[src/rtl/rf_wb_ctrl.sv]
// Write-back controller: merges ALU and queued slow-path results onto the RF write port
// and tracks pending destination writes. Optional bypass of in-flight writes: WB_BYPASS_EN.
module rf_wb_ctrl #(
    parameter int DEPTH = 4,
    parameter int AW    = 2
) (
    input  logic          clk,
    input  logic          rstn,
    input  logic          alu_we,
    input  logic [4:0]    alu_addr,
    input  logic [31:0]   alu_data,
    input  logic          mem_valid,
    input  logic [4:0]    mem_addr,
    input  logic [31:0]   mem_data,
    output logic          mem_ready,
    input  logic          rsv_valid,
    input  logic [4:0]    rsv_addr,
    input  logic [4:0]    q1_addr,
    input  logic [4:0]    q2_addr,
    output logic          q1_busy,
    output logic          q2_busy,
    output logic          q1_fwd,
    output logic          q2_fwd,
    output logic [31:0]   q1_fwd_data,
    output logic [31:0]   q2_fwd_data,
    output logic          RFWr,
    output logic [4:0]    A3,
    output logic [31:0]   WD,
    output logic [AW:0]   fifo_count
);
    localparam logic [AW:0] FULL = DEPTH[AW:0];

    logic [4:0]    fa_q [DEPTH];
    logic [31:0]   fd_q [DEPTH];
    logic [AW-1:0] wptr_q, rptr_q;
    logic [AW:0]   cnt_q, cnt_d;
    logic          we_q;
    logic [4:0]    a3_q;
    logic [31:0]   wd_q;
    logic [31:0]   pend_q, pend_d;
    logic          alu_sel, push, pop;

    assign mem_ready = (cnt_q < FULL);
    // r0 writes are accepted but never queued.
    assign push      = mem_valid && mem_ready && (mem_addr != 5'd0);
    assign alu_sel   = alu_we && (alu_addr != 5'd0);
    assign pop       = !alu_sel && (cnt_q != '0);

    always_comb begin
        cnt_d = cnt_q;
        if (push && !pop)
            cnt_d = cnt_q + 1'b1;
        else if (pop && !push)
            cnt_d = cnt_q - 1'b1;
    end

    always_ff @(posedge clk) begin
        if (push) begin
            fa_q[wptr_q] <= mem_addr;
            fd_q[wptr_q] <= mem_data;
        end
    end

    always_ff @(posedge clk or negedge rstn) begin
        if (!rstn) begin
            wptr_q <= '0;
            rptr_q <= '0;
            cnt_q  <= '0;
            we_q   <= 1'b0;
            a3_q   <= '0;
            wd_q   <= '0;
        end else begin
            if (push) wptr_q <= wptr_q + 1'b1;
            if (pop)  rptr_q <= rptr_q + 1'b1;
            cnt_q <= cnt_d;
            we_q  <= alu_sel || pop;
            if (alu_sel) begin
                a3_q <= alu_addr;
                wd_q <= alu_data;
            end else if (pop) begin
                a3_q <= fa_q[rptr_q];
                wd_q <= fd_q[rptr_q];
            end else begin
                a3_q <= '0;
                wd_q <= '0;
            end
        end
    end

    // Clear on the edge the RF commits; a same-edge reservation re-arms the entry.
    always_comb begin
        pend_d = pend_q;
        if (we_q)
            pend_d[a3_q] = 1'b0;
        if (rsv_valid && (rsv_addr != 5'd0))
            pend_d[rsv_addr] = 1'b1;
        pend_d[0] = 1'b0;
    end

    always_ff @(posedge clk or negedge rstn) begin
        if (!rstn)
            pend_q <= '0;
        else
            pend_q <= pend_d;
    end

    assign RFWr       = we_q;
    assign A3         = a3_q;
    assign WD         = wd_q;
    assign fifo_count = cnt_q;

`ifdef WB_BYPASS_EN
    assign q1_fwd      = we_q && (a3_q != 5'd0) && (a3_q == q1_addr);
    assign q2_fwd      = we_q && (a3_q != 5'd0) && (a3_q == q2_addr);
    assign q1_fwd_data = q1_fwd ? wd_q : 32'd0;
    assign q2_fwd_data = q2_fwd ? wd_q : 32'd0;
    assign q1_busy     = pend_q[q1_addr] && !q1_fwd;
    assign q2_busy     = pend_q[q2_addr] && !q2_fwd;
`else
    assign q1_fwd      = 1'b0;
    assign q2_fwd      = 1'b0;
    assign q1_fwd_data = 32'd0;
    assign q2_fwd_data = 32'd0;
    assign q1_busy     = pend_q[q1_addr];
    assign q2_busy     = pend_q[q2_addr];
`endif

endmodule

[config.mk]
export PLATFORM = sky130hd
export DESIGN_NAME = rf_wb_ctrl
export DESIGN_NICKNAME = d
export VERILOG_FILES = /design/src/rtl/rf_wb_ctrl.sv
export SDC_FILE = /design/constraint.sdc
export NUM_CORES = 1
export LEC_CHECK = 0
export BUFFER_PORTS_ARGS = -buffer_cell sky130_fd_sc_hd__buf_2
export CAP_MARGIN = 25
export CORE_AREA = 2 2 228 174
export CTS_BUF_LIST = sky130_fd_sc_hd__clkbuf_4 sky130_fd_sc_hd__clkbuf_8
export DETAILED_ROUTE_END_ITERATION = 16
export DIE_AREA = 0 0 230 176
export PLACE_DENSITY = 0.42
export SLEW_MARGIN = 15
export SYNTH_ARGS = -nofsm -noshare
export SYNTH_HDL_FRONTEND = slang
export SYNTH_SLANG_ARGS = --single-unit
[constraint.sdc]
create_clock -name clk -period 4.6 [get_ports clk]
set_input_delay 0.46 -clock clk [delete_from_list [all_inputs] [get_ports clk]]
set_output_delay 0.46 -clock clk [all_outputs]
set_load 0.03 [all_outputs]
==> results of run 1 <==
[cell usage in the layout (no fill, tap or decap), types with 5 or more instances in the layout]
cell type,Yosys,final
edfxtp_1,148,148
buf_2,3,136
dfrtp_1,76,74
conb_1,1,66
o21ai_0,62,62
clkbuf_8,0,48
mux4_2,43,43
a22o_1,37,37
mux2i_1,18,18
nand3_1,12,12
clkbuf_4,0,12
buf_4,67,11
nand3b_1,10,10
nor2_1,8,8
nand2_1,6,6
inv_1,6,6
a21oi_1,6,6
or3b_2,5,5
nand2b_1,5,5
ha_1,5,5
clkinv_2,0,5
[kinds of logic after synthesis]
family                   Yosys count
AO/OA/AOI/OAI                    118
XOR/XNOR                           6
adder cells (fa/ha/maj)            6
buffers and inverters             95
flip-flops                       224
multiplexers                      62
other                              1
AND/OR/NAND/NOR                   63
[worst max-delay path, cell delays in order (launching register included)]
cell	delay [ps]
dfrtp_1	400
mux4_2	460
nand2b_1	150
o2111ai_1	120
nand4_1	150
buf_2	210
[cells in the mapped netlist (6+ instances only)]
| library cell | count |
|---|---|
| inv_1 | 6 |
| edfxtp_1 | 148 |
| clkbuf_1 | 10 |
| nand2_1 | 6 |
| nand3_1 | 12 |
| buf_4 | 67 |
| a22o_1 | 37 |
| mux4_2 | 43 |
| mux2i_1 | 18 |
| o21ai_0 | 62 |
| a21oi_1 | 6 |
| nor2_1 | 8 |
| nand3b_1 | 10 |
| dfrtp_1 | 76 |
[metal layers]
metal,vias to the layer above,share of wire,wire [µm]
met3,49,0.068,1620
met5,-,0.00097,23
met2,172,0.45,10700
met4,4,0.026,626
met1,2743,0.46,10900
li1,2454,-,-
[sequential cells by signal, indices dropped and copies added (netlist names)]
name        count
A3              5
RFWr            1
WD             32
fa_q           20
fd_q          128
fifo_count      3
pend_q         31
rptr_q          2
wptr_q          2
[layout make-up]
type / instances / area [µm²]
clock inverter: 13 / 166
clock buffer: 60 / 751
antenna: 3 / 7.51
fill: 3874 / 26600
sequential: 224 / 6350
multi-input combinational: 321 / 2690
timing repair buffer: 148 / 773
inverter: 7 / 26.3
tap: 512 / 641
[per-stage QoR]
stage	utilization	setup slack, ps
final	0.300	2100
after global routing	0.300	1980
after CTS	0.300	2060
after detailed placement	0.275	1770
after global placement	0.275	1770
after floorplan	-	2000
[power by group through the flow]
| stage | clock network, mW | logic (mW) | registers (mW) |
|---|---|---|---|
| floorplan | 0 | 1.21 | 3.09 |
| global placement | 0 | 1.98 | 2.98 |
| detailed placement | 0 | 1.99 | 2.98 |
| CTS | 2.16 | 1.99 | 2.94 |
| global route | 2.25 | 2.12 | 3.00 |
| finish | 2.09 | 1.93 | 2.94 |
[final timing paths]
kind                                           start  depth (start not counted)  slack, ps                    end
max                             pend_q[20]$_DFF_PN0_                          5       2100                q2_busy
min                                     mem_data[13]                          1        110  fd_q[2][13]$_DFFE_PP_
max reg2reg                fifo_count[2]$_DFFE_PN0P_                          4       2200  fd_q[3][19]$_DFFE_PP_
min reg2reg                    rptr_q[1]$_DFFE_PN0P_                          1        490  rptr_q[1]$_DFFE_PN0P_
max in group asynchronous                       rstn                          3       3190       WD[23]$_DFF_PN0_
min in group asynchronous                       rstn                          2        500       WD[28]$_DFF_PN0_
[repair_timing]
action                    4_1_cts  5_1_grt
hold buffers                    1        0
resized for setup               0        0
hold endpoints to repair       47        0
==> out/qor.csv, run 1 <==
metric,value,unit
run status,finished clean,
met2 usage,0.175,
First-pass DRT Iterations,5,
met3 Usage GRT,0.0357,
Placed Cells,1211,
Post-CTS Setup Inserts,0,
clock share of power,0.300,
1st-iter DRT viols,376,
DR vias,5422,
Slew HR,0.399,
share of the synthesized area in the top cell type,0.472,
total negative slack,0,ps
hold slack,106,ps
internal power,4.64,mW
fmax,399,MHz
CTS H-tree depth,2,
drt total wl,23800,µm
Adder-Cell Fraction of Synth Area,0.00877,
GPL Wtd Cong,0.771,
layout cells sized above 1,0.358,
total grt overflow,0,
Post-DP Area,10500,µm²
Worst-Margin Slew,902,ps
core area,38000,µm²
gr usage total,0.117,
most common flop cell mapped by yosys,edfxtp_1,
Clock Path Buffers,3,
Rows,62,
Initial Utilization,0.248,
first-pass GRT wire length,35000,µm
compound-gate portion of the synthesized area,0.0812,
DPL Wire Length,15400,µm
leakage,4.38,nW
final setup fails,0,
top post-synthesis cells by area,"edfxtp_1 47%, dfrtp_1 20%, mux4_2 10%",
synthesized cell area,9420,µm²
Sink Count,224,
die area,40500,µm²
GR peak layer,met2,
main combinational cell family by area after synthesis,multiplexers,
fraction of the mapped netlist area in simple logic gates,0.0399,
multiplexer share of the synthesized area,0.123,
Worst Skew,30.3,ps
Logic pwr share,0.278,
Synth cell types,41,
fin. max-slew vios,0,
CP startpoint kind,flip-flop,
vias in the first global route,5650,
Post-synth EDFFs,148,
period utilisation layout,0.544,
Worst-Skew Late Latency,570,ps
vias per cell,4.21,
Max Cap Viol,0,
Detail Route Antenna Nets,0,
"Seq/Total Area, Yosys",0.674,
CP max FO,3,
mean area per synthesized cell,16.4,µm²
number of port buffers,137,
fin crit period,2500,ps
Switching Fraction,0.333,
Horiz. Die Dim,230,µm
RSZ-0062 raised after global routing,no,
Max rail drop VDD,0.000215,V
CTS root buffer,clkbuf_8,
initial antenna violation count,5,
Area Overhead vs Synth,21.1,%
Setup CP Type,flip-flop to primary output,
final instance area,11400,µm²
CTS Buf Count,40,
Ports,204,
final hold vios,0,
number of remaining DRC errors,0,
crit path capture type,primary output,
pin count of the biggest net entering global routing,49,
Worst-path clk slew,60,ps
async set-reset flop share out of synthesis,0.339,
Synth area leader,edfxtp_1,
Layout Cells excl Fill,1288,
die height,176,µm
Post-Synthesis Cells,575,
switching power,2.32,mW
Sequential Power Share,0.422,
Yosys warnings,0,
Final #Nets,842,
Power Density,610,nW/µm²
average wire per standard cell,18.5,µm
CTS tree,done,
arrival time worst endpoint,2040,ps
worst hold path type,input pin to flip-flop,
xor-xnor portion of the synthesized cell area,0.00558,
Worst EP required,4140,ps
total chip power,6.96,mW
flop and latch count out of synthesis,224,
met1 GRT Util,0.160,
Note: power is estimated with default switching activity, not from simulation.
==> run 2: changes to the inputs <==
--- a/config.mk
+++ b/config.mk
@@ -11,7 +11,7 @@
 export CTS_BUF_LIST = sky130_fd_sc_hd__clkbuf_4 sky130_fd_sc_hd__clkbuf_8
 export DETAILED_ROUTE_END_ITERATION = 16
 export DIE_AREA = 0 0 230 176
-export PLACE_DENSITY = 0.42
+export PLACE_DENSITY = 0.44
 export SLEW_MARGIN = 15
 export SYNTH_ARGS = -nofsm -noshare
 export SYNTH_HDL_FRONTEND = slang
==> constraint.sdc (replaced) <==
create_clock -name clk -period 2.2 [get_ports clk]
set_input_delay 0.22 -clock clk [delete_from_list [all_inputs] [get_ports clk]]
set_output_delay 0.22 -clock clk [all_outputs]
set_load 0.03 [all_outputs]
==> run 2 against run 1 <==
Against the previous run: the flow now finishes with violations (setup timing); worst setup slack lost 2100 ps; final cell count rose by 6.5%; die area did not move; highest routed layer is now met4; sequential power increased by 110%; wire length rose by 2.1%; worst hold slack better by 19 ps; clock-buffer cell count is 1 lower; largest cell class unchanged; via count rose by 6.5%.
==> out/qor.csv, run 2 (synthesis results as in run 1) <==
metric,value,unit,change
switching power,4.88,mW,+110%
RSZ-0062 raised after global routing,yes,,
core area,38000,µm²,unchanged
1st-iter DRT viols,306,,-19%
total grt overflow,0,,unchanged
total negative slack,-25.3,ps,-25.3 ps
Cells on Worst Hold Path,3,,+2
first-pass GRT wire length,36500,µm,+4.4%
Slew HR,0.636,,+0.237
internal power,9.88,mW,+110%
Area Overhead vs Synth,31.2,%,
most frequent cells in the layout,"148 x edfxtp_1, 134 x buf_2, 77 x dlygate4sd3_1, 74 x dfrtp_1, 66 x conb_1",,
Layout Cells excl Fill,1372,,+6.5%
average wire per standard cell,17.7,µm,-4.1%
final core occ,0.325,,+0.0250
Placed Cells,1220,,+0.74%
number of remaining DRC errors,0,,unchanged
Worst EP required,1980,ps,-2160 ps
Final #Nets,927,,+10%
CTS tree,done,,
drt total wl,24300,µm,+2.1%
die height,176,µm,unchanged
leakage,4.77,nW,+9.0%
final hold vios,0,,unchanged
CTS Buf Count,40,,unchanged
final setup fails,1,,+1
fin. max-slew vios,0,,unchanged
Post-DP Area,10700,µm²,+1.8%
Sequential Power Share,0.410,,-0.012
Switching Fraction,0.331,,-0.00259
Horiz. Die Dim,230,µm,unchanged
pin count of the biggest net entering global routing,46,,-6.1%
Logic pwr share,0.306,,+0.028
clock share of power,0.283,,-0.017
Sink Count,224,,unchanged
fin crit period,2230,ps,
crit path buf inv count,1,,unchanged
CTS H-tree depth,2,,unchanged
DR vias,5777,,+6.5%
Levels on crit path,5,,unchanged
"Worst Setup Slack, final",-25.3,ps,-2120 ps
CP top delay family,multiplexers,,
Detail Route Antenna Nets,0,,unchanged
Post-CTS Setup Inserts,0,,unchanged
arrival time worst endpoint,2010,ps,-30 ps
Biggest register,fd_q,,
GPL Wtd Cong,0.811,,+5.2%
vias per cell,4.21,,about the same
final instance area,12400,µm²,+8.4%
crit path max-delay cell type,mux4_2,,
fillcell total,3776,,-2.5%
gr usage total,0.120,,+0.00330
run status,"finished, violations left",,
initial antenna violation count,2,,-3
Worst-Skew Late Latency,550,ps,-20 ps
fmax,449,MHz,
Largest register FFs,128,,unchanged
Worst Skew,24.8,ps,-5.52 ps
die area,40500,µm²,unchanged
worst path cell trace,mux4_2 -> nand2b_4 -> o211ai_1 -> nand4_1 -> buf_6,,
period utilisation layout,1.01,,
Power Density,1190,nW/µm²,+96%
area of the multi-input gates,2750,µm²,+2.2%
CP max stage delay,480,ps,+20 ps
Sequential Area,6350,µm²,about the same
crit path capture type,primary output,,
First-pass DRT Iterations,5,,unchanged
"commonest non-fill, non-tap cell in the layout",edfxtp_1,,
vias in the first global route,6019,,+6.5%
number of port buffers,137,,unchanged
Worst-Margin Slew,546,ps,-356 ps
CP startpoint kind,flip-flop,,
DPL Wire Length,15400,µm,about the same
Setup CP Type,flip-flop to primary output,,
worst hold path type,input pin to flip-flop,,
Worst-path clk slew,60,ps,about the same
Clock Path Buffers,3,,unchanged
CP max FO,3,,unchanged
Max rail drop VDD,0.000527,V,+150%
layout cells sized above 1,0.340,,-0.0184
Worst Reg-to-Reg Cells,4,,unchanged
Ports,204,,unchanged
CTS root buffer,clkbuf_8,,
violated checks,setup timing,,
Rows,62,,unchanged
Initial Utilization,0.248,,unchanged
Max Cap Viol,0,,unchanged
## run 2: cell count changes in the layout (fill, tap and decap cells not counted), sizes merged
cell and delta:
dlygate4sd3 +76, buf +9, clkinv +3, diode -2, clkbuf -1, inv -1
## run 2: per-stage QoR
stage | setup WS, ps | hold slack [ps] | total power [mW]
2_1_floorplan | -83.4 | -75.6 | 9.02
3_3_place_gp | -16.1 | 245 | 10.5
3_5_place_dp | -28.0 | 249 | 10.6
4_1_cts | -93.3 | 68.3 | 15.0
5_1_grt | -130 | 128 | 15.7
6_report | -25.3 | 125 | 14.8
## run 2: layer usage
layer  vias up  global-route usage  wire (µm)
met5         -                   0          0
met3        45              0.0283       1430
met4         0              0.0341        478
met1      2935               0.167      11100
li1       2614                   -          -
met2       183               0.187      11300
## run 2: worst reg2reg max path, stage by stage (launching register included)
cell,delay (ps)
dfrtp_4,440
buf_12,230
mux4_2,550
a22o_1,200
dlygate4sd3_1,550
## run 2: worst paths after layout
| kind | startpoint | end | slack [ps] |
|---|---|---|---|
| max in group asynchronous | rstn | rptr_q[1]$_DFFE_PN0P_ | 1330 |
| max | pend_q[7]$_DFF_PN0_ | q2_busy | -30 |
| min | rsv_addr[4] | pend_q[20]$_DFF_PN0_ | 130 |
| min in group asynchronous | rstn | WD[14]$_DFF_PN0_ | 190 |
| min reg2reg | pend_q[18]$_DFF_PN0_ | pend_q[18]$_DFF_PN0_ | 530 |
| max reg2reg | rptr_q[0]$_DFFE_PN0P_ | A3[0]$_DFF_PN0_ | 120 |
## run 2: power by group through the flow
stage	Sequential [mW]	Clock [mW]	Combinational, mW
floorplan	6.46	0	2.55
global route	6.18	4.54	4.94
global placement	6.12	0	4.42
CTS	6.05	4.35	4.60
finish	6.05	4.18	4.52
detailed placement	6.12	0	4.43
## run 2: timing repair
item,CTS,global route
resized for setup,6,4
endpoints found under the setup margin,2,4
hold buffers,77,0
endpoints found under the hold margin,216,0
pin swaps,4,2
## run 2: area by class of cell
type,count,area share
sequential,224,0.514
timing repair buffer,233,0.139
clock inverter,15,0.0130
inverter,7,0.00213
multi-input combinational,321,0.222
clock buffer,59,0.0576
antenna,1,0.000203
tap,512,0.0519
==> run 3: changes to the inputs <==
--- a/config.mk
+++ b/config.mk
@@ -7,10 +7,11 @@
 export LEC_CHECK = 0
 export BUFFER_PORTS_ARGS = -buffer_cell sky130_fd_sc_hd__buf_2
 export CAP_MARGIN = 25
-export CORE_AREA = 2 2 228 174
+export CORE_AREA = 2 2 278 143
 export CTS_BUF_LIST = sky130_fd_sc_hd__clkbuf_4 sky130_fd_sc_hd__clkbuf_8
 export DETAILED_ROUTE_END_ITERATION = 16
-export DIE_AREA = 0 0 230 176
+export DIE_AREA = 0 0 280 145
+export HOLD_SLACK_MARGIN = 0.02
 export PLACE_DENSITY = 0.44
 export SLEW_MARGIN = 15
 export SYNTH_ARGS = -nofsm -noshare
==> run 3 against run 2 <==
Against the previous run: global-route usage rose by 0.75 points; critical path type unchanged; highest routed layer is now met5; clock skew fell by 7.1 ps; first-iteration DRC count rose by 26%; the run still ends with setup timing left; worst setup slack got worse by 21 ps; worst hold slack got worse by 45 ps; largest power group unchanged; maximum frequency fell by 0.94%; register-to-register slack improved by 220 ps.
==> out/qor.csv, run 3 (synthesis results as in run 1) <==
metric,value,unit,change
First-pass DRT Iterations,5,,unchanged
layout cells sized above 1,0.347,,+0.00739
fmax,445,MHz,-0.94%
number of remaining DRC errors,0,,unchanged
die area,40600,µm²,+0.30%
Rows,51,,-18%
period utilisation layout,1.02,,+0.00965
vias per cell,4.25,,+1.0%
DR vias,5788,,+0.19%
Worst EP required,1980,ps,about the same
Post-CTS Setup Inserts,0,,unchanged
Worst R2R Setup Slack,340,ps,+220 ps
"Worst Setup Slack, final",-46.5,ps,-21.2 ps
CTS Buf Count,37,,-7.5%
n_diodes,0,,-1
final hold vios,0,,unchanged
CP startpoint kind,flip-flop,,
Ports,204,,unchanged
fin. max-slew vios,0,,unchanged
fillcell total,3769,,-0.19%
gr usage total,0.127,,+0.00753
initial antenna violation count,1,,-1
Placed Cells,1218,,-0.16%
Worst Reg-to-Reg Cells,9,,+5
final instance area,12300,µm²,-0.29%
first-pass GRT wire length,38400,µm,+5.1%
Post-DP Area,10700,µm²,+0.27%
vias in the first global route,5904,,-1.9%
DPL Wire Length,17000,µm,+11%
Biggest register,fd_q,,
Power Density,1200,nW/µm²,+0.51%
CP max FO,3,,unchanged
RSZ-0062 raised after global routing,yes,,
pin count of the biggest net entering global routing,39,,-15%
GPL Wtd Cong,0.798,,-1.7%
CTS tree,done,,
Worst Skew,17.7,ps,-7.08 ps
most frequent cells in the layout,"148 x edfxtp_1, 134 x buf_2, 76 x dlygate4sd3_1, 74 x dfrtp_1, 66 x conb_1",,
core area,38200,µm²,+0.56%
Setup CP Type,flip-flop to primary output,,
leakage,4.78,nW,about the same
total negative slack,-79.1,ps,-53.8 ps
total chip power,14.8,mW,+0.22%
Area Overhead vs Synth,30.8,%,
CTS root buffer,clkbuf_8,,
final setup fails,2,,+1
Max rail drop VDD,0.000341,V,-35%
Sink Count,224,,unchanged
hold slack,80.3,ps,-45.1 ps
die height,145,µm,-18%
fin crit period,2250,ps,+21.2 ps
crit path capture type,primary output,,
Worst-path clk slew,70,ps,about the same
post-place setup slack,-78.1,ps,-50.1 ps
average wire per standard cell,19.0,µm,+7.2%
"commonest non-fill, non-tap cell in the layout",edfxtp_1,,
drt total wl,25900,µm,+6.3%
Max Cap Viol,0,,unchanged
Layout Cells excl Fill,1361,,-0.80%
run status,"finished, violations left",,
Horiz. Die Dim,280,µm,+22%
CTS H-tree depth,2,,unchanged
Reg-to-Reg End,fifo_count[2]$_DFFE_PN0P_,,
Worst Setup EP,q1_busy,,
Initial Utilization,0.246,,-0.00137
Detail Route Antenna Nets,0,,unchanged
total grt overflow,0,,unchanged
Worst-Margin Slew,630,ps,+83.6 ps
crit path from,pend_q[20]$_DFF_PN0_,,
reg-to-reg startpoint,fifo_count[2]$_DFFE_PN0P_,,
Worst-Skew Late Latency,540,ps,about the same
Slew HR,0.580,,-0.0557
final core occ,0.322,,-0.00275
worst hold path type,input pin to flip-flop,,
Largest register FFs,128,,unchanged
Clock Path Buffers,3,,unchanged
number of port buffers,137,,unchanged
violated checks,setup timing,,
Final #Nets,930,,+0.32%
arrival time worst endpoint,2030,ps,+20 ps
1st-iter DRT viols,386,,+26%
[run 3: worst max-delay path, stage by stage, from the launching register on]
cell and delay, ps:
dfrtp_1 390, mux4_2 530, nand2b_4 170, o2111ai_2 60, nand4_1 150, buf_6 170
[run 3: area by class of cell]
cell class / count / area, µm² / area share
multi-input cells: 321 / 2750 / 0.223
flip-flops and latches: 224 / 6350 / 0.516
repair buffers: 239 / 1740 / 0.142
clock buffers: 56 / 683 / 0.0555
inverters: 7 / 26.3 / 0.00213
clock inverters: 11 / 139 / 0.0113
well taps: 503 / 629 / 0.0511
[run 3: per-layer routing]
| metal | GRT usage | routed length, µm | share of wire | vias up |
|---|---|---|---|---|
| li1 | - | - | - | 2619 |
| met1 | 0.192 | 12900 | 0.50 | 2939 |
| met2 | 0.177 | 10800 | 0.42 | 195 |
| met3 | 0.0393 | 1820 | 0.070 | 33 |
| met4 | 0.0289 | 364 | 0.014 | 2 |
| met5 | 0 | 13 | 0.00050 | - |
[run 3: how the worst min path moves through the flow]
stage / cells past startpoint / start / to
after floorplan: 0 / rstn / A3[0]$_DFF_PN0_
after global placement: 1 / rstn / WD[10]$_DFF_PN0_
after detailed placement: 1 / rstn / WD[11]$_DFF_PN0_
after CTS: 3 / rsv_addr[3] / pend_q[11]$_DFF_PN0_
after global routing: 3 / rsv_addr[3] / pend_q[8]$_DFF_PN0_
final: 3 / rsv_addr[3] / pend_q[11]$_DFF_PN0_
[run 3: what timing repair did]
item | CTS | global route
resized for setup | 9 | 1
pin swaps | 4 | 3
hold buffers | 76 | 0
endpoints found under the hold margin | 220 | 0
endpoints found under the setup margin | 2 | 3
[run 3: report_power, final]
part | leakage, nW | switching (mW) | total, mW | internal [mW]
registers | 2.24 | 0.608 | 6.11 | 5.50
logic | 2.10 | 2.63 | 4.56 | 1.94
clock network | 0.433 | 1.76 | 4.11 | 2.35
